File: config.mk
export PLATFORM = sky130hd
export DESIGN_NAME = rv_decode_stage
export DESIGN_NICKNAME = d
export VERILOG_FILES = /design/src/rtl/rv_decode_stage.sv
export SDC_FILE = /design/constraint.sdc
export NUM_CORES = 1
export LEC_CHECK = 0
export BUFFER_PORTS_ARGS = -buffer_cell sky130_fd_sc_hd__buf_2
export CORE_MARGIN = 3
export CORE_UTILIZATION = 50
export DETAILED_ROUTE_END_ITERATION = 8
export GPL_TIMING_DRIVEN = 0
export PLACE_DENSITY = 0.87
export SYNTH_ARGS = -nofsm -noshare
export SYNTH_HDL_FRONTEND = slang
export SYNTH_SLANG_ARGS = --single-unit
File: constraint.sdc
create_clock -name clk -period 5.19 [get_ports clk]
set_clock_uncertainty 0.15 [all_clocks]
set_input_delay 0.519 -clock clk [delete_from_list [all_inputs] [get_ports clk]]
set_output_delay 0.519 -clock clk [all_outputs]
set_load 0.005 [all_outputs]
File: src/rtl/rv_decode_stage.sv
// RV32/RV64 integer decode stage for OP, OP-IMM, OP-32 and OP-IMM-32 with a
// single registered output slot, valid/ready handshake, flush and an illegal-instruction counter.
module rv_decode_stage #(
  parameter int unsigned XLEN   = 64,
  parameter int unsigned EN_IMM = 1,
  parameter int unsigned CNT_W  = 16
) (
  input  logic             clk,
  input  logic             rst,
  input  logic             in_valid,
  output logic             in_ready,
  input  logic [31:0]      in_instr,
  input  logic             flush,
  output logic             out_valid,
  input  logic             out_ready,
  output logic [4:0]       out_rs1_addr,
  output logic [4:0]       out_rs2_addr,
  output logic [4:0]       out_rd_addr,
  output logic [3:0]       out_alu_op,
  output logic             out_word,
  output logic             out_use_imm,
  output logic [XLEN-1:0]  out_imm,
  output logic             out_rd_we,
  output logic             out_illegal,
  output logic [CNT_W-1:0] illegal_cnt
);

  localparam int unsigned IMM_W  = 12;
  localparam bit          IS_64  = (XLEN == 64);
  localparam bit          HAS_IMM = (EN_IMM != 0);

  localparam logic [6:0] OPC_OP      = 7'b0110011;
  localparam logic [6:0] OPC_OP32    = 7'b0111011;
  localparam logic [6:0] OPC_OPIMM   = 7'b0010011;
  localparam logic [6:0] OPC_OPIMM32 = 7'b0011011;
  localparam logic [6:0] F7_ZERO     = 7'b0000000;
  localparam logic [6:0] F7_ALT      = 7'b0100000;

  typedef enum logic [3:0] {
    ALU_ADD  = 4'd0,
    ALU_SUB  = 4'd1,
    ALU_SLL  = 4'd2,
    ALU_SLT  = 4'd3,
    ALU_SLTU = 4'd4,
    ALU_XOR  = 4'd5,
    ALU_SRL  = 4'd6,
    ALU_SRA  = 4'd7,
    ALU_OR   = 4'd8,
    ALU_AND  = 4'd9
  } alu_op_e;

  logic [6:0] opcode;
  logic [2:0] funct3;
  logic [6:0] funct7;
  logic [5:0] sh_hi6;

  assign opcode = in_instr[6:0];
  assign funct3 = in_instr[14:12];
  assign funct7 = in_instr[31:25];
  assign sh_hi6 = in_instr[31:26];

  // Combinational decode of the incoming instruction
  logic            dec_legal;
  logic            dec_imm_op;
  alu_op_e         dec_alu;
  logic            dec_word;
  alu_op_e         dec_alu_c;
  logic            dec_word_c;
  logic            dec_use_imm_c;
  logic [XLEN-1:0] dec_imm_c;
  logic [4:0]      dec_rs2_c;
  logic            dec_rd_we_c;

  always_comb begin
    dec_legal  = 1'b0;
    dec_imm_op = 1'b0;
    dec_alu    = ALU_ADD;
    dec_word   = 1'b0;
    case (opcode)
      OPC_OP: begin
        if (funct7 == F7_ZERO) begin
          dec_legal = 1'b1;
          case (funct3)
            3'b000:  dec_alu = ALU_ADD;
            3'b001:  dec_alu = ALU_SLL;
            3'b010:  dec_alu = ALU_SLT;
            3'b011:  dec_alu = ALU_SLTU;
            3'b100:  dec_alu = ALU_XOR;
            3'b101:  dec_alu = ALU_SRL;
            3'b110:  dec_alu = ALU_OR;
            default: dec_alu = ALU_AND;
          endcase
        end else if (funct7 == F7_ALT) begin
          if (funct3 == 3'b000) begin
            dec_legal = 1'b1;
            dec_alu   = ALU_SUB;
          end else if (funct3 == 3'b101) begin
            dec_legal = 1'b1;
            dec_alu   = ALU_SRA;
          end
        end
      end
      OPC_OP32: begin
        if (IS_64) begin
          dec_word = 1'b1;
          if (funct7 == F7_ZERO) begin
            if (funct3 == 3'b000) begin
              dec_legal = 1'b1;
              dec_alu   = ALU_ADD;
            end else if (funct3 == 3'b001) begin
              dec_legal = 1'b1;
              dec_alu   = ALU_SLL;
            end else if (funct3 == 3'b101) begin
              dec_legal = 1'b1;
              dec_alu   = ALU_SRL;
            end
          end else if (funct7 == F7_ALT) begin
            if (funct3 == 3'b000) begin
              dec_legal = 1'b1;
              dec_alu   = ALU_SUB;
            end else if (funct3 == 3'b101) begin
              dec_legal = 1'b1;
              dec_alu   = ALU_SRA;
            end
          end
        end
      end
      OPC_OPIMM: begin
        if (HAS_IMM) begin
          dec_imm_op = 1'b1;
          case (funct3)
            3'b000: begin dec_legal = 1'b1; dec_alu = ALU_ADD;  end
            3'b010: begin dec_legal = 1'b1; dec_alu = ALU_SLT;  end
            3'b011: begin dec_legal = 1'b1; dec_alu = ALU_SLTU; end
            3'b100: begin dec_legal = 1'b1; dec_alu = ALU_XOR;  end
            3'b110: begin dec_legal = 1'b1; dec_alu = ALU_OR;   end
            3'b111: begin dec_legal = 1'b1; dec_alu = ALU_AND;  end
            3'b001: begin
              // RV32 shamt is 5 bits, so bit 25 must be clear there
              if (sh_hi6 == 6'b000000 && (IS_64 || !in_instr[25])) begin
                dec_legal = 1'b1;
                dec_alu   = ALU_SLL;
              end
            end
            default: begin
              if (IS_64 || !in_instr[25]) begin
                if (sh_hi6 == 6'b000000) begin
                  dec_legal = 1'b1;
                  dec_alu   = ALU_SRL;
                end else if (sh_hi6 == 6'b010000) begin
                  dec_legal = 1'b1;
                  dec_alu   = ALU_SRA;
                end
              end
            end
          endcase
        end
      end
      OPC_OPIMM32: begin
        if (IS_64 && HAS_IMM) begin
          dec_imm_op = 1'b1;
          dec_word   = 1'b1;
          if (funct3 == 3'b000) begin
            dec_legal = 1'b1;
            dec_alu   = ALU_ADD;
          end else if (funct3 == 3'b001 && funct7 == F7_ZERO) begin
            dec_legal = 1'b1;
            dec_alu   = ALU_SLL;
          end else if (funct3 == 3'b101 && funct7 == F7_ZERO) begin
            dec_legal = 1'b1;
            dec_alu   = ALU_SRL;
          end else if (funct3 == 3'b101 && funct7 == F7_ALT) begin
            dec_legal = 1'b1;
            dec_alu   = ALU_SRA;
          end
        end
      end
      default: dec_legal = 1'b0;
    endcase
  end

  // Illegal encodings collapse to a harmless non-writing ADD
  always_comb begin
    dec_alu_c     = dec_legal ? dec_alu : ALU_ADD;
    dec_word_c    = dec_legal & dec_word;
    dec_use_imm_c = dec_legal & dec_imm_op;
    dec_imm_c     = '0;
    if (dec_use_imm_c) begin
      dec_imm_c = {{(XLEN-IMM_W){in_instr[31]}}, in_instr[31:20]};
    end
    dec_rs2_c     = dec_use_imm_c ? 5'd0 : in_instr[24:20];
    dec_rd_we_c   = dec_legal & (in_instr[11:7] != 5'd0);
  end

  logic accept;
  assign in_ready = !out_valid | out_ready;
  assign accept   = in_valid & in_ready & !flush;

  logic             valid_d, valid_q;
  logic [4:0]       rs1_d, rs1_q, rs2_d, rs2_q, rd_d, rd_q;
  logic [3:0]       alu_d, alu_q;
  logic             word_d, word_q, use_imm_d, use_imm_q;
  logic [XLEN-1:0]  imm_d, imm_q;
  logic             rd_we_d, rd_we_q, illegal_d, illegal_q;
  logic [CNT_W-1:0] cnt_d, cnt_q;

  // Next-state for the output slot and the saturating counter
  always_comb begin
    valid_d   = valid_q;
    rs1_d     = rs1_q;
    rs2_d     = rs2_q;
    rd_d      = rd_q;
    alu_d     = alu_q;
    word_d    = word_q;
    use_imm_d = use_imm_q;
    imm_d     = imm_q;
    rd_we_d   = rd_we_q;
    illegal_d = illegal_q;
    cnt_d     = cnt_q;
    if (flush) begin
      valid_d = 1'b0;
    end else if (accept) begin
      valid_d   = 1'b1;
      rs1_d     = in_instr[19:15];
      rs2_d     = dec_rs2_c;
      rd_d      = in_instr[11:7];
      alu_d     = dec_alu_c;
      word_d    = dec_word_c;
      use_imm_d = dec_use_imm_c;
      imm_d     = dec_imm_c;
      rd_we_d   = dec_rd_we_c;
      illegal_d = !dec_legal;
      if (!dec_legal && cnt_q != '1) begin
        cnt_d = cnt_q + CNT_W'(1);
      end
    end else if (out_ready) begin
      valid_d = 1'b0;
    end
  end

  always_ff @(posedge clk) begin
    if (rst) begin
      valid_q   <= 1'b0;
      rs1_q     <= '0;
      rs2_q     <= '0;
      rd_q      <= '0;
      alu_q     <= '0;
      word_q    <= 1'b0;
      use_imm_q <= 1'b0;
      imm_q     <= '0;
      rd_we_q   <= 1'b0;
      illegal_q <= 1'b0;
      cnt_q     <= '0;
    end else begin
      valid_q   <= valid_d;
      rs1_q     <= rs1_d;
      rs2_q     <= rs2_d;
      rd_q      <= rd_d;
      alu_q     <= alu_d;
      word_q    <= word_d;
      use_imm_q <= use_imm_d;
      imm_q     <= imm_d;
      rd_we_q   <= rd_we_d;
      illegal_q <= illegal_d;
      cnt_q     <= cnt_d;
    end
  end

  assign out_valid    = valid_q;
  assign out_rs1_addr = rs1_q;
  assign out_rs2_addr = rs2_q;
  assign out_rd_addr  = rd_q;
  assign out_alu_op   = alu_q;
  assign out_word     = word_q;
  assign out_use_imm  = use_imm_q;
  assign out_imm      = imm_q;
  assign out_rd_we    = rd_we_q;
  assign out_illegal  = illegal_q;
  assign illegal_cnt  = cnt_q;

endmodule

# Word level (Yosys, flattened, before mapping)
# Cells that the tools add are included.
# word_totals
word_cells	92
output_inout_bits	105
reg_bits	104
inputBits	37
# classes
add_sub_neg	1
reduce_logical	18
muxes	41
n_bitwise	7
eq_ne	14
# op_table
cell	n
$mux 64	1
$pmux 4 s7	2
$mux 3	11
$eq 7x6->1 const B	3
$mux 1	18
$add 16x1->16 const B	1
$mux 4	4
$ne 16x16->1 const B	1
$pmux 4 s4	1
$eq 7x5->1 const B	2
$eq 3x3->1 const B	4
$logic_not 7->1	1
$eq 3x2->1 const B	2
$eq 6x5->1 const B	1
$logic_not 6->1	1
$reduce_or 2->1	3
$reduce_or 6->1	1
$and 1x1->1	5
$mux 5	1
$reduce_bool 5->1	1
$logic_and 1x1->1	4
$pmux 1 s4	1
$eq 3x1->1 const B	1
$logic_not 1->1	3
other kinds (8)	8

# Logic depth before layout (Yosys ltp)
# depth
ltp_word	10
mapped_depth	9
mapped_depth_nobuf	6

# Worst setup path after synthesis
# No wires, ideal clock.
# synth_path
path_kind	input port to flip-flop
start	in in_instr[13]
end	reg cnt_q[8] (netlist: illegal_cnt[8])
cell_stages	8
slack_ps	2834
n_path_buf	2
setup_time_ps	70
required_time_ps	4970
arrival_ps	2136
cell_sequence	buf_6 nand2b_4 a31oi_4 o32ai_1 or3_4 buf_6 or4b_1 a21oi_1
# synth_via
elab_chain_cells	10
elab_cells_between_ends	28
classes_between	eq/ne (7); mux (13); reduce/logical (8)
# synth_lines
element	line	text
start: declaration	12	input logic [31:0] in_instr,
$eq 3x3->1	--	
$logic_and 1x1->1	172	end else if (funct3 == 3'b101 && funct7 == F7_ALT) begin
$mux 1	172	
$mux 1	169	end else if (funct3 == 3'b101 && funct7 == F7_ZERO) begin
$mux 1	166	end else if (funct3 == 3'b001 && funct7 == F7_ZERO) begin
$mux 1	163	if (funct3 == 3'b000) begin
$pmux 1 s4 (*)	79	case (opcode)
$logic_not 1->1 (*)	233	if (!dec_legal && cnt_q != '1) begin
$logic_and 1x1->1 (*)	233	
$reduce_and 3->1 (no line) (*)	--	
end signal: assignment	265	cnt_q <= cnt_d;
end: declaration	205	logic [CNT_W-1:0] cnt_d, cnt_q;
# Mark *: on every way between the ends. The rest lies on a longest branch, timed or not.
# A chain may end at the register's enable or synchronous reset.

# Worst setup path after layout
# layout_path
start	reg cnt_q[0] (netlist: illegal_cnt[0])
end	reg cnt_q[7] (netlist: illegal_cnt[7])
# layout_via
elab_chain_cells	3
elab_cells_between_ends	4
classes_between	add/sub (1); eq/ne (1); reduce/logical (2)
# layout_lines
element
branches (longest 3 deep; another with $add 16x1->16)
# Parallel ways; which one is timed is not known.

==> report_table.html <==
<table>
<tr><th>Metric</th><th>Value</th></tr>
<tr><th colspan="2">Outcome</th></tr>
<tr><td>Result of the run</td><td>completed</td></tr>
<tr><th colspan="2">Yosys</th></tr>
<tr><td>List of most frequent post-synthesis cells</td><td>buf_4 (55), dfxtp_1 (52), nand2_1 (47), a21oi_1 (35), nor2_1 (26)</td></tr>
<tr><td>Yosys cell types</td><td>48</td></tr>
<tr><td>Main synth FF type</td><td>dfxtp_1</td></tr>
<tr><td>Share of the synthesized area in the top cell type</td><td>36.46%</td></tr>
<tr><td>Synth Area per Inst</td><td>8.088 sq um</td></tr>
<tr><td>Synthesized instance count</td><td>353</td></tr>
<tr><td>Fraction of synthesis flops using an asynchronous set or reset pin</td><td>0%</td></tr>
<tr><td>Number of synthesis warnings</td><td>0</td></tr>
<tr><td>Number of enable flip-flop cells after synthesis</td><td>0</td></tr>
<tr><td>Netlist area before placement</td><td>0.002855 sq mm</td></tr>
<tr><td>Share of synthesized area occupied by flip-flops and latches</td><td>36.46%</td></tr>
<tr><td>Library cell with the highest instance count after synthesis</td><td>buf_4</td></tr>
<tr><td>Total nets after synthesis</td><td>391</td></tr>
<tr><td>Dominant cell type by area after synthesis</td><td>dfxtp_1</td></tr>
<tr><td>Register bit total from synthesis</td><td>52</td></tr>
<tr><td>Top post-synthesis cells by area</td><td>dfxtp_1 (36%), buf_4 (14%), nand2_1 (6.2%)</td></tr>
<tr><th colspan="2">Clock network</th></tr>
<tr><td>Clock root buffer master</td><td>clkbuf_8</td></tr>
<tr><td>H-tree lvl count</td><td>2</td></tr>
<tr><td>Clock tree from TritonCTS</td><td>done</td></tr>
<tr><td>Largest buffer count on any clock path</td><td>2</td></tr>
<tr><td>Cts-stage hold buffer count</td><td>0</td></tr>
<tr><td>Number of instances resized during post-cts repair</td><td>0</td></tr>
<tr><td>TritonCTS buffer count</td><td>5</td></tr>
<tr><td>Clock slew at reported path FFs</td><td>0.10 ns</td></tr>
<tr><td>Setup bufs post-CTS</td><td>0</td></tr>
<tr><td>Clock insertion delay at the later pin of the skew report</td><td>0.30 ns</td></tr>
<tr><td>Clock sink count</td><td>52</td></tr>
<tr><th colspan="2">Pwr</th></tr>
<tr><td>Relative contribution of sequential cells to total power</td><td>53.1%</td></tr>
<tr><td>Clock group share of total power</td><td>35.6%</td></tr>
<tr><td>Maximum vdd drop</td><td>0.1137 mV</td></tr>
<tr><td>Power density cells</td><td>205.9 mW/mm^2</td></tr>
<tr><td>PnR Total Power</td><td>0.7744 mW</td></tr>
<tr><td>Switch Pwr</td><td>0.1897 mW</td></tr>
<tr><td>Internal portion of total power</td><td>0.5847 mW</td></tr>
<tr><td>Static power due to leakage</td><td>1.892 nW</td></tr>
<tr><td>Combinational fraction of design power</td><td>11.3%</td></tr>
<tr><td>Sw frac</td><td>24.50%</td></tr>
<tr><th colspan="2">Setup path</th></tr>
<tr><td>CP max FO</td><td>10</td></tr>
<tr><td>Critical path capture point type</td><td>flip-flop</td></tr>
<tr><td>CP Data Required Time</td><td>5.28 ns</td></tr>
<tr><td>Startpoint-to-endpoint class of the critical path</td><td>reg2reg</td></tr>
<tr><td>R2r worst-path depth</td><td>7</td></tr>
<tr><td>Setup slack on the worst flop-to-flop path</td><td>2.65 ns</td></tr>
<tr><td>Arrival time of data at the critical path endpoint</td><td>2.63 ns</td></tr>
<tr><td>Startpoint type of the worst setup path</td><td>flip-flop</td></tr>
<tr><th colspan="2">Timing</th></tr>
<tr><td>Final min period</td><td>2.541 ns</td></tr>
<tr><td>Slew Viols, Final</td><td>0</td></tr>
<tr><td>Fmax</td><td>393.6 MHz</td></tr>
<tr><td>Endpoints failing setup</td><td>0</td></tr>
<tr><td>Final Hold Fails</td><td>0</td></tr>
<tr><td>Tcrit/Tclk final</td><td>48.95%</td></tr>
<tr><td>Accumulated negative setup slack</td><td>0 ns</td></tr>
<tr><td>Transition time of the tightest slew-check pin</td><td>1.074 ns</td></tr>
<tr><td>Setup repair after global routing missed its margin</td><td>no</td></tr>
<tr><td>Relative slew slack</td><td>27.83%</td></tr>
<tr><th colspan="2">GRT</th></tr>
<tr><td>Global-route wire length before repair</td><td>12790 um</td></tr>
<tr><td>Maximum number of pins on one net before global-route repair</td><td>55</td></tr>
<tr><td>Antenna violations before repair</td><td>0</td></tr>
<tr><td>Overflow left after global routing</td><td>0</td></tr>
<tr><td>Via count of the first global-routing pass</td><td>2666</td></tr>
<tr><td>Overall Global Routing Usage</td><td>24.28%</td></tr>
<tr><th colspan="2">Cells and area</th></tr>
<tr><td>Syn-to-layout area delta</td><td>31.73%</td></tr>
<tr><td>Post-layout net count</td><td>539</td></tr>
<tr><td>Share of cells above drive strength 1</td><td>43.03%</td></tr>
<tr><td>Number of diodes added for antenna fixing</td><td>0</td></tr>
<tr><th colspan="2">Floorplan</th></tr>
<tr><td>Starting utilization of the core area</td><td>53.85%</td></tr>
<tr><td>Die X</td><td>81.57 um</td></tr>
<tr><td>FP Rows</td><td>26</td></tr>
<tr><td>Core area</td><td>0.005303 sq mm</td></tr>
<tr><td>Top-Level Pins</td><td>142</td></tr>
<tr><td>Die footprint</td><td>0.006653 sq mm</td></tr>
<tr><td>Die H</td><td>81.57 um</td></tr>
<tr><th colspan="2">Routing</th></tr>
<tr><td>Number of nets with antenna violations after detailed routing</td><td>0</td></tr>
<tr><td>Detailed-route DRC error count</td><td>0</td></tr>
<tr><td>Iter 0 DRT Violations</td><td>207</td></tr>
<tr><td>Total via count after detailed routing</td><td>2987</td></tr>
<tr><td>Routed length per instance</td><td>14.46 um</td></tr>
<tr><td>Vias per cell</td><td>5.222</td></tr>
<tr><td>DRT Pass-1 Iters</td><td>5</td></tr>
<tr><td>Routed wire length</td><td>8270 um</td></tr>
<tr><th colspan="2">Placed design</th></tr>
<tr><td>HPWL after DPL</td><td>6524 um</td></tr>
<tr><td>Last weighted congestion value of the routability-driven placer</td><td>0.9249</td></tr>
<tr><td>Number of I/O port buffers</td><td>141</td></tr>
<tr><th colspan="2">Job</th></tr>
<tr><td>Maximum capacitance violations</td><td>0</td></tr>
<tr><th colspan="2">Min path</th></tr>
<tr><td>Kind of path behind the tightest hold check</td><td>in2reg</td></tr>
<tr><td>Worst hold path stage count</td><td>2</td></tr>
</table>
-- power by group through the flow --
stage / clock network, mW / registers [mW] / logic, mW
after global routing: 0.294 / 0.412 / 0.0970
after floorplan: 0 / 0.421 / 0.0460
final: 0.276 / 0.411 / 0.0875
after CTS: 0.280 / 0.411 / 0.0868
after detailed placement: 0 / 0.421 / 0.0864
after global placement: 0 / 0.420 / 0.0840
-- per-layer routing --
metal  track usage [%]  vias to the layer above  share of wire [%]
met1             30.02                     1368                 42
met5                 0                        -                  0
met4             6.419                        0               0.53
met2             43.08                      115                 49
met3             4.496                        4                7.9
li1                  -                     1500                  -
-- path summary, 6_finish.rpt --
| path | from | endpoint |
|---|---|---|
| worst max register to register | illegal_cnt[0] | illegal_cnt[7] |
| worst min register to register | out_rs2_addr[2] | out_rs2_addr[2] |
| worst min-delay path | flush | out_valid |
| worst max-delay path | illegal_cnt[0] | illegal_cnt[7] |
-- registers in the layout, summed over array words and instances, names as in the netlist --
name          cells
out_rd_we         1
out_rs2_addr      5
out_rs1_addr      5
illegal_cnt      16
out_alu_op        4
out_imm          12
out_rd_addr       5
out_illegal       1
out_use_imm       1
out_valid         1
out_word          1
-- critical path, stage by stage (launching register included) --
cell and delay, ns:
dfxtp_1 0.43, ha_1 0.22, nand3_1 0.23, nor3_1 0.69, buf_2 0.36, nor2_1 0.10, a21o_1 0.19, a21oi_1 0.11
-- area by class of cell --
cell class	count	area, sq um
Fill cell	444	1541
Multi-Input combinational cell	229	1320
Sequential cell	52	1042
Timing Repair Buffer	141	705.7
Buffer	69	483.0
Tap cell	70	87.58
Clock buffer	5	68.82
Clock inverter	3	42.54
Inverter	3	11.26
-- per-stage QoR --
stage,instance area (sq um),cells,hold WS [ns],utilization (%),setup slack [ns]
4_1_cts,3760,572,0.2575,70.91,2.394
3_3_place_gp,3649,564,0.2846,68.81,2.492
5_1_grt,3761,572,0.2645,70.93,2.493
3_5_place_dp,3649,564,0.2944,68.81,2.431
6_report,3761,572,0.2656,70.93,2.649
2_1_floorplan,2855,353,0.2982,-,2.834
-- cell families (layout without fill, tap and decap cells) --
group           after synthesis  count (layout)  synth area share (%)
flops                        52              52                 36.46
compound gates               84              84                 19.81
fa+ha+maj                     1               1                0.4381
buf+inv                      72             221                 17.31
simple gates                143             143                 25.68
xor+xnor                      1               1                0.3068
-- layout by cell type (no fill, tap or decap), drive strengths merged, types with 4 or more instances in the layout --
cell,n
clkbuf,15
nor2b,5
a21oi,35
buf,200
or4,6
a22o,12
nor2,26
or3,8
and3,6
o21ai,9
dfxtp,52
o31ai,4
nand3,13
nor3,13
nand2,47
o41ai,5
(Power assumes the default switching activity.)
